File: config.mk
export PLATFORM = sky130hd
export DESIGN_NAME = pac_motion_ctrl
export DESIGN_NICKNAME = d
export VERILOG_FILES = /design/src/rtl/pac_motion_ctrl.sv
export SDC_FILE = /design/constraint.sdc
export NUM_CORES = 1
export LEC_CHECK = 0
export CAP_MARGIN = 20
export CORE_MARGIN = 3
export CORE_UTILIZATION = 60
export CTS_CLUSTER_DIAMETER = 150
export CTS_CLUSTER_SIZE = 8
export DETAILED_ROUTE_END_ITERATION = 7
export GPL_TIMING_DRIVEN = 1
export PLACE_DENSITY = 0.94
export RECOVER_POWER = 25
export SLEW_MARGIN = 20
export SYNTH_ARGS = -nofsm -noshare
export SYNTH_HDL_FRONTEND = slang
export SYNTH_SLANG_ARGS = --single-unit
File: constraint.sdc
create_clock -name Clk -period 10 [get_ports Clk]
set_input_delay 2 -clock Clk [delete_from_list [all_inputs] [get_ports Clk]]
set_output_delay 2 -clock Clk [all_outputs]
set_load 0.05 [all_outputs]
File: src/rtl/pac_motion_ctrl.sv
// pac_motion_ctrl: Pac-Man movement engine. Moves one pixel per frame tick, buffers turns
// and checks walls through a req/valid tile-ROM handshake.
module pac_motion_ctrl #(
    parameter int MAZE_W_TILES = 28,
    parameter int MAZE_H_TILES = 31,
    parameter int START_X      = 112,
    parameter int START_Y      = 184,
    parameter int ANIM_DIV     = 4
) (
    input  logic       Clk,
    input  logic       Reset_n,
    input  logic       frame_clk,
    input  logic [7:0] keycode,
    output logic       wall_req,
    output logic [9:0] wall_addr,
    input  logic       wall_valid,
    input  logic       wall_is_wall,
    output logic [9:0] pac_x,
    output logic [9:0] pac_y,
    output logic [1:0] pac_dir,
    output logic       moving,
    output logic [1:0] anim_frame,
    output logic       tick_overrun
);
    localparam logic [9:0] X_MAX  = 10'(MAZE_W_TILES * 8 - 1);
    localparam logic [6:0] TX_MAX = 7'(MAZE_W_TILES - 1);
    localparam logic [6:0] TY_MAX = 7'(MAZE_H_TILES - 1);

    typedef enum logic [2:0] {S_IDLE, S_CHK_TURN, S_WAIT_TURN, S_CHK_FWD, S_WAIT_FWD, S_MOVE} state_t;

    state_t      r_state;
    logic [2:0]  r_fs;
    logic [9:0]  r_x, r_y, r_addr;
    logic [1:0]  r_dir, r_pend_dir, r_turn_dir, r_anim;
    logic        r_pend_v, r_moving, r_overrun, r_req;
    logic [7:0]  r_anim_cnt;
    logic        w_tick, w_aligned, w_key_v;
    logic [1:0]  w_key_dir;
    logic [10:0] w_nb_turn, w_nb_fwd;

    // Returns {lookup_allowed, tile_addr} for the tile next to (x,y) in direction d.
    function automatic logic [10:0] nbr(input logic [1:0] d, input logic [9:0] x, input logic [9:0] y);
        logic [6:0] tx, ty;
        logic       ok;
        tx = (d == 2'd0) ? ((x[9:3] == TX_MAX) ? 7'd0 : x[9:3] + 7'd1) :
             (d == 2'd2) ? ((x[9:3] == 7'd0) ? TX_MAX : x[9:3] - 7'd1) : x[9:3];
        ty = (d == 2'd1) ? y[9:3] + 7'd1 : (d == 2'd3) ? y[9:3] - 7'd1 : y[9:3];
        ok = !((d == 2'd3) && (y[9:3] == 7'd0)) && !((d == 2'd1) && (y[9:3] >= TY_MAX));
        return {ok, 10'(ty * MAZE_W_TILES + tx)};
    endfunction

    always_comb begin
        w_tick    = r_fs[1] & ~r_fs[2];
        w_aligned = (r_x[2:0] == 3'd0) && (r_y[2:0] == 3'd0);
        w_key_v   = (keycode == 8'h07) || (keycode == 8'h16) || (keycode == 8'h04) || (keycode == 8'h1A);
        w_key_dir = (keycode == 8'h07) ? 2'd0 : (keycode == 8'h16) ? 2'd1 : (keycode == 8'h04) ? 2'd2 : 2'd3;
        w_nb_turn = nbr(r_pend_dir, r_x, r_y);
        w_nb_fwd  = nbr(r_dir, r_x, r_y);
    end

    always_ff @(posedge Clk or negedge Reset_n) begin
        if (!Reset_n) begin
            r_state    <= S_IDLE;
            r_fs       <= 3'd0;
            r_x        <= 10'(START_X);
            r_y        <= 10'(START_Y);
            r_dir      <= 2'd2;
            r_pend_dir <= 2'd2;
            r_turn_dir <= 2'd2;
            r_pend_v   <= 1'b0;
            r_moving   <= 1'b0;
            r_overrun  <= 1'b0;
            r_req      <= 1'b0;
            r_addr     <= 10'd0;
            r_anim     <= 2'd0;
            r_anim_cnt <= 8'd0;
        end else begin
            r_fs <= {r_fs[1:0], frame_clk};
            if (w_tick && r_state != S_IDLE)
                r_overrun <= 1'b1;
            case (r_state)
                S_IDLE: if (w_tick) begin
                    if (r_pend_v && r_pend_dir == (r_dir ^ 2'd2)) begin
                        r_dir    <= r_pend_dir;
                        r_pend_v <= 1'b0;
                        r_state  <= S_MOVE;
                    end else if (!w_aligned)
                        r_state <= S_MOVE;
                    else if (r_pend_v && r_pend_dir != r_dir)
                        r_state <= S_CHK_TURN;
                    else begin
                        if (r_pend_dir == r_dir)
                            r_pend_v <= 1'b0;
                        r_state <= S_CHK_FWD;
                    end
                end
                // Out-of-maze rows count as walls without touching the ROM.
                S_CHK_TURN: if (w_nb_turn[10]) begin
                    r_req      <= 1'b1;
                    r_addr     <= w_nb_turn[9:0];
                    r_turn_dir <= r_pend_dir;
                    r_state    <= S_WAIT_TURN;
                end else
                    r_state <= S_CHK_FWD;
                S_WAIT_TURN: if (wall_valid) begin
                    r_req <= 1'b0;
                    if (!wall_is_wall) begin
                        r_dir    <= r_turn_dir;
                        r_pend_v <= 1'b0;
                        r_state  <= S_MOVE;
                    end else
                        r_state <= S_CHK_FWD;
                end
                S_CHK_FWD: if (w_nb_fwd[10]) begin
                    r_req   <= 1'b1;
                    r_addr  <= w_nb_fwd[9:0];
                    r_state <= S_WAIT_FWD;
                end else begin
                    r_moving <= 1'b0;
                    r_state  <= S_IDLE;
                end
                S_WAIT_FWD: if (wall_valid) begin
                    r_req <= 1'b0;
                    if (wall_is_wall)
                        r_moving <= 1'b0;
                    r_state <= wall_is_wall ? S_IDLE : S_MOVE;
                end
                S_MOVE: begin
                    r_x <= (r_dir == 2'd0) ? ((r_x == X_MAX) ? 10'd0 : r_x + 10'd1) :
                           (r_dir == 2'd2) ? ((r_x == 10'd0) ? X_MAX : r_x - 10'd1) : r_x;
                    r_y <= (r_dir == 2'd1) ? r_y + 10'd1 : (r_dir == 2'd3) ? r_y - 10'd1 : r_y;
                    r_moving <= 1'b1;
                    if (r_anim_cnt == 8'(ANIM_DIV - 1)) begin
                        r_anim_cnt <= 8'd0;
                        r_anim     <= r_anim + 2'd1;
                    end else
                        r_anim_cnt <= r_anim_cnt + 8'd1;
                    r_state <= S_IDLE;
                end
                default: r_state <= S_IDLE;
            endcase
            // A fresh key overrides any clear made above in the same cycle.
            if (w_key_v) begin
                r_pend_dir <= w_key_dir;
                r_pend_v   <= 1'b1;
            end
        end
    end

    assign wall_req     = r_req;
    assign wall_addr    = r_addr;
    assign pac_x        = r_x;
    assign pac_y        = r_y;
    assign pac_dir      = r_dir;
    assign moving       = r_moving;
    assign anim_frame   = r_anim;
    assign tick_overrun = r_overrun;
endmodule

; After elaboration in Yosys (flattened, before gate mapping)
; Index checks and enable logic that the tools add are counted.
[totals]
register_bits = 56
inputBits = 13
out_inout_bits = 37
elab_cells = 169
[op_classes]
addsub = 12
multipliers = 2
order_cmp = 1
eq_ne = 37
mux = 56
bitwise_logic = 3
n_reduce_logical = 44
[ops]
columns = op, count
row1 = 2-to-1 mux 10 bit, 8
row2 = 2-to-1 mux 7 bit, 10
row3 = 2-to-1 mux 3 bit, 8
row4 = "adder 10 x 1 -> 10 bit, second input constant", 2
row5 = adder 10 x 7 -> 10 bit, 2
row6 = case mux 10 bit (2 select lines), 1
row7 = "subtractor 10 x 1 -> 10 bit, second input constant", 2
row8 = "!= test 2 bit, second input constant", 9
row9 = "equality test 8 x 3 -> 1 bit, second input constant", 2
row10 = "equality test 8 x 5 -> 1 bit, second input constant", 2
row11 = "multiplier 7 x 3 -> 8 bit, second input constant", 2
row12 = 2-to-1 mux 1 bit, 16
row13 = case mux 3 bit (5 select lines), 1
row14 = "adder 7 x 1 -> 7 bit, second input constant", 2
row15 = logical NOT 7 bit, 2
row16 = 2-to-1 mux 2 bit, 7
row17 = "subtractor 7 x 1 -> 7 bit, second input constant", 2
row18 = "!= test 4 bit, second input constant", 3
row19 = nonzero test 3 bit, 4
row20 = "equality test 10 x 8 -> 1 bit, second input constant", 1
row21 = logical AND 1 bit, 10
row22 = logical NOT 10 bit, 1
row23 = logical NOT 3 bit, 3
row24 = "!= test 3 bit, second input constant", 3
row25 = other kinds (29), 52

; Longest topological paths before layout
; Gate-level depths: netlist of run 1.
[depth]
ltp_word = 8
ltp_mapped = 19
mapped_depth_nobuf = 19

; Worst setup path after synthesis of run 1
; No wires, ideal clock.
[synth_path]
path_type = flip-flop to flip-flop
startpoint = register r_dir[0] (netlist: pac_dir[0])
endpoint = register r_addr[8] (netlist: wall_addr[8])
setup_time_ns = 0.125
arrival_ns = 4.240
t_required_ns = 9.875
setup_slack_ns = 5.635
path_stages_with_launch = 16
path_buffers = 3
period_less_slack_ns = 4.365
path_cell_list = dfrtp_1 -> clkbuf_1 -> clkbuf_1 -> buf_1 -> nor2_1 -> a21oi_1 -> fa_1 -> ha_1 -> fa_1 -> xor2_1 -> ha_1 -> a21boi_0 -> o21ai_0 -> xor2_1 -> mux2i_1 -> mux2_2
[synth_between]
elab_chain_len = 7
word_cells_on_any_way = 19
cone_classes = add/sub: 1 / mul: 1 / eq/ne: 4 / mux: 6 / reduce/logical: 7
[synth_lines]
columns = item, line
row1 = "start, declared", 34  ; logic [1:0] r_dir, r_pend_dir, r_turn_dir, r_anim;
row2 = "start signal, assigned", 84  ; r_dir <= r_pend_dir;
row3 = "start signal, assigned", 108  ; r_dir <= r_turn_dir;
row4 = equality test 2 bit, "47, 48"
row5 = 2-to-1 mux 7 bit (2 in series), 47  ; ty = (d == 2'd1) ? y[9:3] + 7'd1 : (d == 2'd3) ? y[9:3] - 7'd1 : y[9:3];
row6 = multiplier 7 x 3 -> 8 bit, 49  ; return {ok, 10'(ty * MAZE_W_TILES + tx)};
row7 = adder 10 x 7 -> 10 bit, 49
row8 = 2-to-1 mux 10 bit, 114  ; S_CHK_FWD: if (w_nb_fwd[10]) begin
row9 = case mux 10 bit (2 select lines), 81  ; case (r_state)
row10 = "end signal, assigned", 100  ; r_addr <= w_nb_turn[9:0];
row11 = "end signal, assigned", 116  ; r_addr <= w_nb_fwd[9:0];
row12 = "end, declared", 33  ; logic [9:0] r_x, r_y, r_addr;
; Parallel ways exist; a longest one is shown, timed or not. The select of a mux whose other input is x is not followed.
; A chain may end at the register's enable or synchronous reset.

; Worst setup path after layout of run 1
[layout_path]
startpoint = register r_pend_dir[1]
endpoint = register r_addr[8] (netlist: wall_addr[8])
[layout_between]
elab_chain_len = 7
word_cells_on_any_way = 19
cone_classes = add/sub: 1 / mul: 1 / eq/ne: 4 / mux: 6 / reduce/logical: 7
[layout_lines]
columns = item, line
row1 = "start, declared", 34
row2 = "start signal, assigned", 144  ; r_pend_dir <= w_key_dir;
row3 = equality test 2 bit, "47, 48"
row4 = 2-to-1 mux 7 bit (2 in series), 47
row5 = multiplier 7 x 3 -> 8 bit, 49
row6 = adder 10 x 7 -> 10 bit, 49
row7 = 2-to-1 mux 10 bit, 98  ; S_CHK_TURN: if (w_nb_turn[10]) begin
row8 = case mux 10 bit (2 select lines), 81
; Parallel ways exist; a longest one is shown, timed or not. The select of a mux whose other input is x is not followed.

==> summary.md, run 1 <==
| Metric | Value |
|---|---|
| Status | `complete, but fails checks` |
| Failing checks | `max-capacitance violations, max-slew violations` |
| Worst slew margin | `-1.01` |
| Clk sinks | `56` |
| F_max | `roughly 220 MHz` |
| Worst EP required | `10.23 ns` |
| RSZ-0062 raised after global routing | `no` |
| N_diodes | `0` |
| Worst Clk Skew | `about 0.012 ns` |
| GPL Wtd Cong | `0.894` |
| Hold crit path type | `register to register` |
| Worst-Margin Slew | `between 3 and 4 ns` |
| Worst-path clk slew | `approximately 0.12 ns` |
| Residual DRC | `0` |
| Synth Area in Compound Gates | `0.216` |
| Synthesized instance count | `slightly below 700` |
| Drt initial violations | `approximately 340` |
| Post-CTS Repair Setup Buffers | `0` |
| Num CTS Buffers | `5` |
| Final ANT Viol Nets | `0` |
| Clk Latency, worst-skew pair | `approximately 0.33 ns` |
| Critical-path cell list | `mux2_2 -> nand2_1 -> xor2_1 -> inv_1 -> fa_1 -> ha_1 -> fa_1 -> ha_1 -> o21ai_0 -> a21boi_0 -> o21ai_0 -> xor2_1 -> mux2i_1 -> mux2_2` |
| Tmin final | `around 4.6 ns` |
| Row count | `34` |
| Syn Area/Cell | `about 8.1 um^2` |
| IO Port Bufs | `49` |
| Buf/Inv on CP | `1` |
| Largest family of logic cells by synthesized area | `compound AO/OA/AOI/OAI gates` |
| Top_reg_cell synth | `dfrtp_1` |
| I/O Pins | `50` |
| Number of global-route vias before repair | `slightly below 5000` |
| Simple-Gate Fraction of Synth Area | `0.196` |
| Worst stage delay on the critical path | `0.97 ns` |
| Die area | `0.0104 mm^2` |
| Post-synthesis sequential area ratio | `0.256` |
| Initial antenna violation count | `0` |
| Mux cell area share after synthesis | `0.0388` |
| CP max-delay cell | `dfstp_2` |
| Synth Area in XOR/XNOR | `0.0952` |
| Initial Util | `0.624` |
| Final worst-path cycle share | `0.455` |
| Post-synth EDFFs | `0` |
| Post-synthesis adder-cell area fraction | `0.147` |
| Layout cells sized above 1 | `0.0601` |
| Vias/cell | `between 6 and 7` |
| Number of max-slew violations in the final report | `57` |
| Maximum root-to-sink buffer count | `2` |
| Top-area cell type share of the netlist area | `0.209` |
| WS Path Type | `register to register` |
| Largest net degree at the start of global routing | `57` |
| Yosys cell types | `64` |
| Vert. Die Dim | `between 100 and 150 um` |
| Final Routed Wirelength | `~14 mm` |
| Crit path capture type | `register` |
| Most common cell in the netlist | `nand2_1` |
| DR pass1 iterations | `5` |
| Number of synthesized register bits | `56` |
| Synth area leader | `dfrtp_1` |
| Avg WL per Cell | `around 17 um` |
| H-tree depth reported by CTS | `2` |
| CTS tree | `yes` |
| First-pass GRT wire length | `between 20 and 25 mm` |
| Die width | `102 um` |
| YS warnings | `0` |
| Synth top cells by count | `nand2_1, a21oi_1, nor2_1` |
| Final net count | `around 770` |
| Via count | `5016` |
| GRT overflow | `0` |
| Delay-heaviest family, CP | `adder cells` |
| Synth area leaders | `dfrtp_1, ha_1, a21oi_1` |
| Post-CTS Hold Buffers | `0` |
| Worst Path Max Fanout | `33` |
| Critical Path AT | `~4.8 ns` |
| Syn_nets | `roughly 750` |
| CTS root buffer | `clkbuf_8` |
| Total track usage | `0.276` |
| Worst Setup Start Kind | `register` |
| Fillers | `about 680` |
| Setup violators final | `0` |
| Hold Violations, Final | `0` |
| Async set-reset flop share out of synthesis | `1.00` |
| TNS Setup | `0 ns` |
| Placed wire-length estimate | `10.2 mm` |
| Synth-to-Final Area Change | `10.2%` |
| Mapped cell area | `~0.0055 mm^2` |
| Cts repair resizes | `0` |
| Max_cap viols | `1` |
| Core area | `between 0.008 and 0.009 mm^2` |
[metrics by stage]
stage | setup WS (ns) | std cells | util | area, um^2 | hold slack (ns)
2_1_floorplan | 5.64 | 679 | - | 5520 | 0.331
3_3_place_gp | 5.70 | 799 | 0.677 | 5990 | 0.334
3_5_place_dp | 5.49 | 799 | 0.677 | 5990 | 0.338
4_1_cts | 5.49 | 807 | 0.688 | 6080 | 0.364
5_1_grt | 5.03 | 807 | 0.687 | 6080 | 0.370
6_report | 5.45 | 807 | 0.687 | 6080 | 0.361
[flip-flops by register name, summed over array words and instances, names as in the netlist, 2 cells and up]
name / count
pac_x: 10
anim_frame: 2
r_fs: 3
wall_addr: 10
r_turn_dir: 2
pac_dir: 2
pac_y: 10
r_state: 3
r_anim_cnt: 8
r_pend_dir: 2
[worst reg2reg max path, stage by stage (launching register included)]
cell and delay (ns):
dfstp_2 0.97, mux2_2 0.42, nand2_1 0.08, xor2_1 0.25, inv_1 0.16, fa_1 0.47
ha_1 0.22, fa_1 0.46, ha_1 0.34, o21ai_0 0.12, a21boi_0 0.14, o21ai_0 0.25
xor2_1 0.19, mux2i_1 0.11, mux2_2 0.29
[cells by family (layout without fill, tap and decap cells)]
kind of cell / after synthesis / in the layout
and+or+nand+nor: 223 / 223
AOI/OAI and AO/OA: 193 / 193
buffers and inverters: 70 / 90
xor gates and xnor gates: 60 / 60
adders and majority gates: 57 / 57
DFF: 56 / 56
muxes: 20 / 20
[layout make-up]
cell class	instances	area (um^2)	share of cell area
inverter	32	120	0.0198
timing repair buffer	50	489	0.0805
multi-input combinational	553	3830	0.629
clock buffer	5	68.8	0.0113
sequential	56	1410	0.233
tap	108	135	0.0222
clock inverter	3	27.5	0.00453
[placed cells by master, fill, tap and decap left out, drive strengths merged, types with 4 or more instances in the layout]
cell / count
o31ai: 5
o2111ai: 4
nor2b: 13
dfrtp: 46
nand2b: 7
ha: 44
a211oi: 8
fa: 13
clkdlybuf4s50: 47
a21oi: 61
o21bai: 8
o211ai: 5
or2: 4
xnor2: 30
nand2: 68
mux2i: 12
or3: 7
inv: 33
a31oi: 8
o22ai: 6
clkbuf: 6
and3: 6
nor3: 21
mux2: 8
o221ai: 4
o21ai: 57
dfstp: 10
a21o: 10
nor2: 60
nand3: 20
xor2: 30
[routing by layer]
layer,wire length (um),part of all wire,vias to the layer above,track usage
met3,772,0.057,26,0.0444
met2,6740,0.49,176,0.474
met5,0,0,-,0
met1,5780,0.42,2389,0.356
met4,344,0.025,0,0.0959
li1,-,-,2425,-
[worst paths after layout]
path / cells past startpoint / endpoint / startpoint / slack, ns
min: 0 / r_fs[1] / r_fs[0] / 0.36
min in group asynchronous: 2 / wall_addr[2] / Reset_n / 2.73
max in group asynchronous: 2 / moving / Reset_n / 5.56
max reg2reg: 14 / wall_addr[8] / r_pend_dir[1] / 5.45
min reg2reg: 0 / r_fs[1] / r_fs[0] / 0.36
max: 14 / wall_addr[8] / r_pend_dir[1] / 5.45
Power of run 1 is left out: the tool's default activity adds up to more than one toggle a clock period on the data nets, which glitch-free logic cannot reach.
==> run 2, diff against run 1 <==
- CORE_UTILIZATION: 60 -> 59
- PLACE_DENSITY: 0.94 -> 0.92
- clock period: 10 -> 4.35 ns (I/O delays scaled with it)
==> summary.md, run 2 (synthesis results as in run 1) <==
| Metric | Value |
|---|---|
| F_max | `238 MHz (was 220 MHz)` |
| Most frequent cells in the layout | `nand2_1, nor2_1, a21oi_1 (unchanged)` |
| Crit path capture type | `register (unchanged)` |
| Vias/cell | `6.25 (was 6.22)` |
| First-pass GRT wire length | `24.0 mm (was 23.5 mm)` |
| Critical-path cell list | `inv_1 -> ha_1 -> mux2_2 -> nand2_1 -> xor2_2 -> inv_1 -> fa_1 -> ha_1 -> fa_1 -> ha_1 -> o21ai_0 -> a21boi_2 -> o21ai_1 -> xor2_1 -> mux2i_1 -> mux2_2 (was mux2_2 -> nand2_1 -> xor2_1 -> inv_1 -> fa_1 -> ha_1 -> fa_1 -> ha_1 -> o21ai_0 -> a21boi_0 -> o21ai_0 -> xor2_1 -> mux2i_1 -> mux2_2)` |
| N_diodes | `0 (unchanged)` |
| Die width | `103 um (was 102 um)` |
| Clk sinks | `56 (unchanged)` |
| TNS Setup | `0 ns (unchanged)` |
| Vert. Die Dim | `103 um (was 102 um)` |
| Core area | `0.00889 mm^2 (was 0.00885 mm^2)` |
| Clk Latency, worst-skew pair | `0.33 ns (about the same)` |
| Worst Clk Skew | `0.00920 ns (was 0.0124 ns)` |
| Worst slew margin | `-0.302 (was -1.01)` |
| Final net count | `784 (was 768)` |
| IO Port Bufs | `49 (unchanged)` |
| Failing checks | `max-capacitance violations, max-slew violations (unchanged)` |
| Minimum hold slack | `0.368 ns (was 0.361 ns)` |
| Drt initial violations | `421 (was 343)` |
| Tmin final | `4.20 ns (was 4.55 ns)` |
| Hold Violations, Final | `0 (unchanged)` |
| Final ANT Viol Nets | `0 (unchanged)` |
| Placed wire-length estimate | `10.7 mm (was 10.2 mm)` |
| Commonest non-fill, non-tap cell in the layout | `nand2_1 (unchanged)` |
| Via count | `5145 (was 5016)` |
| Status | `complete, but fails checks (unchanged)` |
| Maximum root-to-sink buffer count | `2 (unchanged)` |
| Hold crit path type | `register to register (unchanged)` |
| Die area | `0.0106 mm^2 (was 0.0104 mm^2)` |
| Number of global-route vias before repair | `5094 (was 4919)` |
| Delay-heaviest family, CP | `adder cells (unchanged)` |
| Largest net degree at the start of global routing | `37 (was 57)` |
| Initial antenna violation count | `0 (unchanged)` |
| Layout cells sized above 1 | `0.0867 (was 0.0601)` |
| Row count | `34 (unchanged)` |
| Worst Path Max Fanout | `5 (was 33)` |
| Worst Setup Start Kind | `register (unchanged)` |
| Buf/Inv on CP | `2 (was 1)` |
| Worst EP required | `4.58 ns (was 10.23 ns)` |
| Synth-to-Final Area Change | `12.7% (was 10.2%)` |
| Initial Util | `0.621 (was 0.624)` |
| Num CTS Buffers | `5 (unchanged)` |
| Post-CTS Hold Buffers | `0 (unchanged)` |
| Total track usage | `0.280 (was 0.276)` |
| WS Path Type | `register to register (unchanged)` |
| I/O Pins | `50 (unchanged)` |
| H-tree depth reported by CTS | `2 (unchanged)` |
| Final Routed Wirelength | `14.1 mm (was 13.6 mm)` |
| Critical Path AT | `4.42 ns (was 4.78 ns)` |
| CTS root buffer | `clkbuf_8 (unchanged)` |
| Most used cell, CP | `ha_1` |
| Worst-Margin Slew | `1.95 ns (was 3.01 ns)` |
| Post-layout util | `0.699 (was 0.687)` |
| GPL Wtd Cong | `0.954 (was 0.894)` |
| Setup violators final | `0 (unchanged)` |
| Residual DRC | `0 (unchanged)` |
| CP max-delay cell | `dfstp_2 (unchanged)` |
| Final worst-path cycle share | `0.965 (was 0.455)` |
| Number of max-slew violations in the final report | `37 (was 57)` |
| CTS tree | `yes (unchanged)` |
| Worst-path clk slew | `0.12 ns (about the same)` |
| DR pass1 iterations | `5 (unchanged)` |
| GRT overflow | `0 (unchanged)` |
| Worst stage delay on the critical path | `0.55 ns (was 0.97 ns)` |
| Avg WL per Cell | `17.1 um (was 16.9 um)` |
| Max_cap viols | `1 (unchanged)` |
run 2: what timing repair did:
action	CTS	global route
buffers inserted	0	1
setup endpoints to repair	0	2
resized for setup	0	7
hold endpoints to repair	0	0
run 2: metal layers:
layer / track usage / vias up / part of all wire
met5: 0 / - / 0
met4: 0.0898 / 0 / 0.025
met3: 0.0419 / 32 / 0.058
met2: 0.485 / 195 / 0.49
met1: 0.360 / 2462 / 0.43
li1: - / 2456 / -
run 2: per-stage QoR:
stage | std cells | setup WS (ns) | cell area [um^2]
2_1_floorplan | 679 | 0.000109 | 5520
3_3_place_gp | 814 | 0.362 | 6100
5_1_grt | 823 | -0.000829 | 6220
6_report | 823 | 0.154 | 6220
4_1_cts | 822 | 0.0674 | 6200
3_5_place_dp | 814 | 0.129 | 6100
run 2: area by class of cell:
type	instances	area, um^2
clock inverters	3	25.0
repair buffers	66	608
inverters	32	120
flip-flops and latches	56	1420
multi-input cells	553	3840
clock buffers	5	68.8
well taps	108	135
fillers	676	2670
run 2: path summary, 6_finish.rpt:
check | from | to | slack, ns | cells past startpoint
worst max-delay path | pac_y[3] | wall_addr[8] | 0.15 | 16
worst min-delay path | r_fs[0] | r_fs[1] | 0.37 | 0
worst max register to register | pac_y[3] | wall_addr[8] | 0.15 | 16
worst min register to register | r_fs[0] | r_fs[1] | 0.37 | 0
max in group asynchronous | Reset_n | pac_dir[0] | 1.11 | 2
min in group asynchronous | Reset_n | wall_addr[3] | 0.73 | 1
Power of run 2 is left out for the same reason.
==> run 3, diff against run 2 <==
- GPL_TIMING_DRIVEN: 1 -> 0
==> summary.md, run 3 (synthesis results as in run 1) <==
| Metric | Value |
|---|---|
| Status | `complete, but fails checks (unchanged)` |
| Failing checks | `max-capacitance violations, max-slew violations (unchanged)` |
| Drt initial violations | `363 (was 421)` |
| Num CTS Buffers | `5 (unchanged)` |
| Total track usage | `0.301 (was 0.280)` |
| H-tree depth reported by CTS | `2 (unchanged)` |
| Worst Clk Skew | `0.0201 ns (was 0.00920 ns)` |
| Tmin final | `4.13 ns (was 4.20 ns)` |
| First-pass GRT wire length | `25.3 mm (was 24.0 mm)` |
| Hold crit path type | `register to register (unchanged)` |
| N_diodes | `0 (unchanged)` |
| Placed wire-length estimate | `11.4 mm (was 10.7 mm)` |
| DR pass1 iterations | `6 (was 5)` |
| Final worst-path cycle share | `0.950 (was 0.965)` |
| Crit path capture type | `register (unchanged)` |
| WS Path Type | `register to register (unchanged)` |
| Core area | `0.00889 mm^2 (unchanged)` |
| Post-DP Area | `0.00614 mm^2 (was 0.00610 mm^2)` |
| Worst-Margin Slew | `2.99 ns (was 1.95 ns)` |
| Max_cap viols | `1 (unchanged)` |
| Final ANT Viol Nets | `0 (unchanged)` |
| Worst-path clk slew | `0.13 ns (was 0.12 ns)` |
| Final Routed Wirelength | `15.4 mm (was 14.1 mm)` |
| Initial antenna violation count | `0 (unchanged)` |
| F_max | `242 MHz (was 238 MHz)` |
| Vias/cell | `6.34 (was 6.25)` |
| GRT overflow | `0 (unchanged)` |
| Via count | `5360 (was 5145)` |
| Critical Path AT | `4.38 ns (was 4.42 ns)` |
| Number of global-route vias before repair | `5282 (was 5094)` |
| Initial Util | `0.621 (unchanged)` |
| GPL Wtd Cong | `0.939 (was 0.954)` |
| Die width | `103 um (unchanged)` |
| Most frequent cells in the layout | `nand2_1, nor2_1, a21oi_1 (unchanged)` |
| Row count | `34 (unchanged)` |
| Maximum root-to-sink buffer count | `2 (unchanged)` |
| Clk Latency, worst-skew pair | `0.34 ns (was 0.33 ns)` |
| Hold Violations, Final | `0 (unchanged)` |
| Layout cells sized above 1 | `0.102 (was 0.0867)` |
| Post-CTS Hold Buffers | `0 (unchanged)` |
| Setup violators final | `0 (unchanged)` |
| IO Port Bufs | `49 (unchanged)` |
| I/O Pins | `50 (unchanged)` |
| Residual DRC | `0 (unchanged)` |
| Fin area | `0.00637 mm^2 (was 0.00622 mm^2)` |
| Commonest non-fill, non-tap cell in the layout | `nand2_1 (unchanged)` |
| Worst Setup Start Kind | `register (unchanged)` |
| Avg WL per Cell | `18.2 um (was 17.1 um)` |
| Minimum hold slack | `0.361 ns (was 0.368 ns)` |
| Synth-to-Final Area Change | `15.4% (was 12.7%)` |
| Largest net degree at the start of global routing | `57 (was 37)` |
| Dpl ws | `-0.531 ns (was 0.129 ns)` |
| Die area | `0.0106 mm^2 (unchanged)` |
| Worst Path Max Fanout | `9 (was 5)` |
| Clk sinks | `56 (unchanged)` |
| Worst setup margin | `0.218 ns (was 0.154 ns)` |
| CTS tree | `yes (unchanged)` |
| Vert. Die Dim | `103 um (unchanged)` |
| CTS root buffer | `clkbuf_8 (unchanged)` |
| Worst slew margin | `-0.996 (was -0.302)` |
| Post-layout util | `0.716 (was 0.699)` |
| Number of max-slew violations in the final report | `57 (was 37)` |
| Final net count | `806 (was 784)` |
| Worst EP required | `4.60 ns (was 4.58 ns)` |
[run 3: final timing paths]
check / start / end / slack [ns] / cells after the start
hold reg to reg: r_fs[0] / r_fs[1] / 0.36 / 0
setup / recovery: pac_y[5] / wall_addr[9] / 0.22 / 15
min in group asynchronous: Reset_n / wall_addr[2] / 1.47 / 1
setup reg to reg: pac_y[5] / wall_addr[9] / 0.22 / 15
hold / removal: r_fs[0] / r_fs[1] / 0.36 / 0
max in group asynchronous: Reset_n / pac_dir[0] / 0.94 / 1
[run 3: what timing repair did]
item / 4_1_cts / 5_1_grt
hold endpoints to repair: 0 / 0
setup endpoints to repair: 4 / 4
buffers inserted: 3 / 3
gates resized for setup: 11 / 18
pin swaps: 0 / 1
[run 3: final cells by class]
type | instances | area, um^2
Clock buffer | 5 | 68.8
Buffer | 33 | 154
Sequential cell | 56 | 1420
Clock inverter | 3 | 33.8
Inverter | 32 | 120
Fill cell | 684 | 2520
Tap cell | 108 | 135
Multi-Input combinational cell | 553 | 3910
Timing Repair Buffer | 55 | 529
[run 3: worst max-delay path, cell delays in order (launching register included)]
cell     delay [ns]
dfstp_2        0.58
buf_2          0.25
nand3_1        0.13
o21ai_0        0.20
nand2_1        0.15
xor2_4         0.28
inv_1          0.11
fa_1           0.54
fa_1           0.50
ha_1           0.34
o21ai_0        0.09
o21ai_0        0.16
a21oi_1        0.12
nor2_1         0.19
xnor2_1        0.09
a221o_1        0.32
[run 3: metrics by stage]
| stage | std cells | TNS [ns] |
|---|---|---|
| floorplan | 679 | 0 |
| global placement | 836 | -1.18 |
| detailed placement | 836 | -1.57 |
| CTS | 843 | 0 |
| global route | 845 | -0.00925 |
| finish | 845 | 0 |
[run 3: routing by layer]
| metal | up-vias | track usage | wire, um |
|---|---|---|---|
| li1 | 2505 | - | - |
| met1 | 2547 | 0.361 | 6070 |
| met2 | 265 | 0.550 | 7710 |
| met3 | 43 | 0.0379 | 1120 |
| met4 | 0 | 0.107 | 459 |
| met5 | - | 0 | 0 |
Power of run 3 is left out for the same reason.
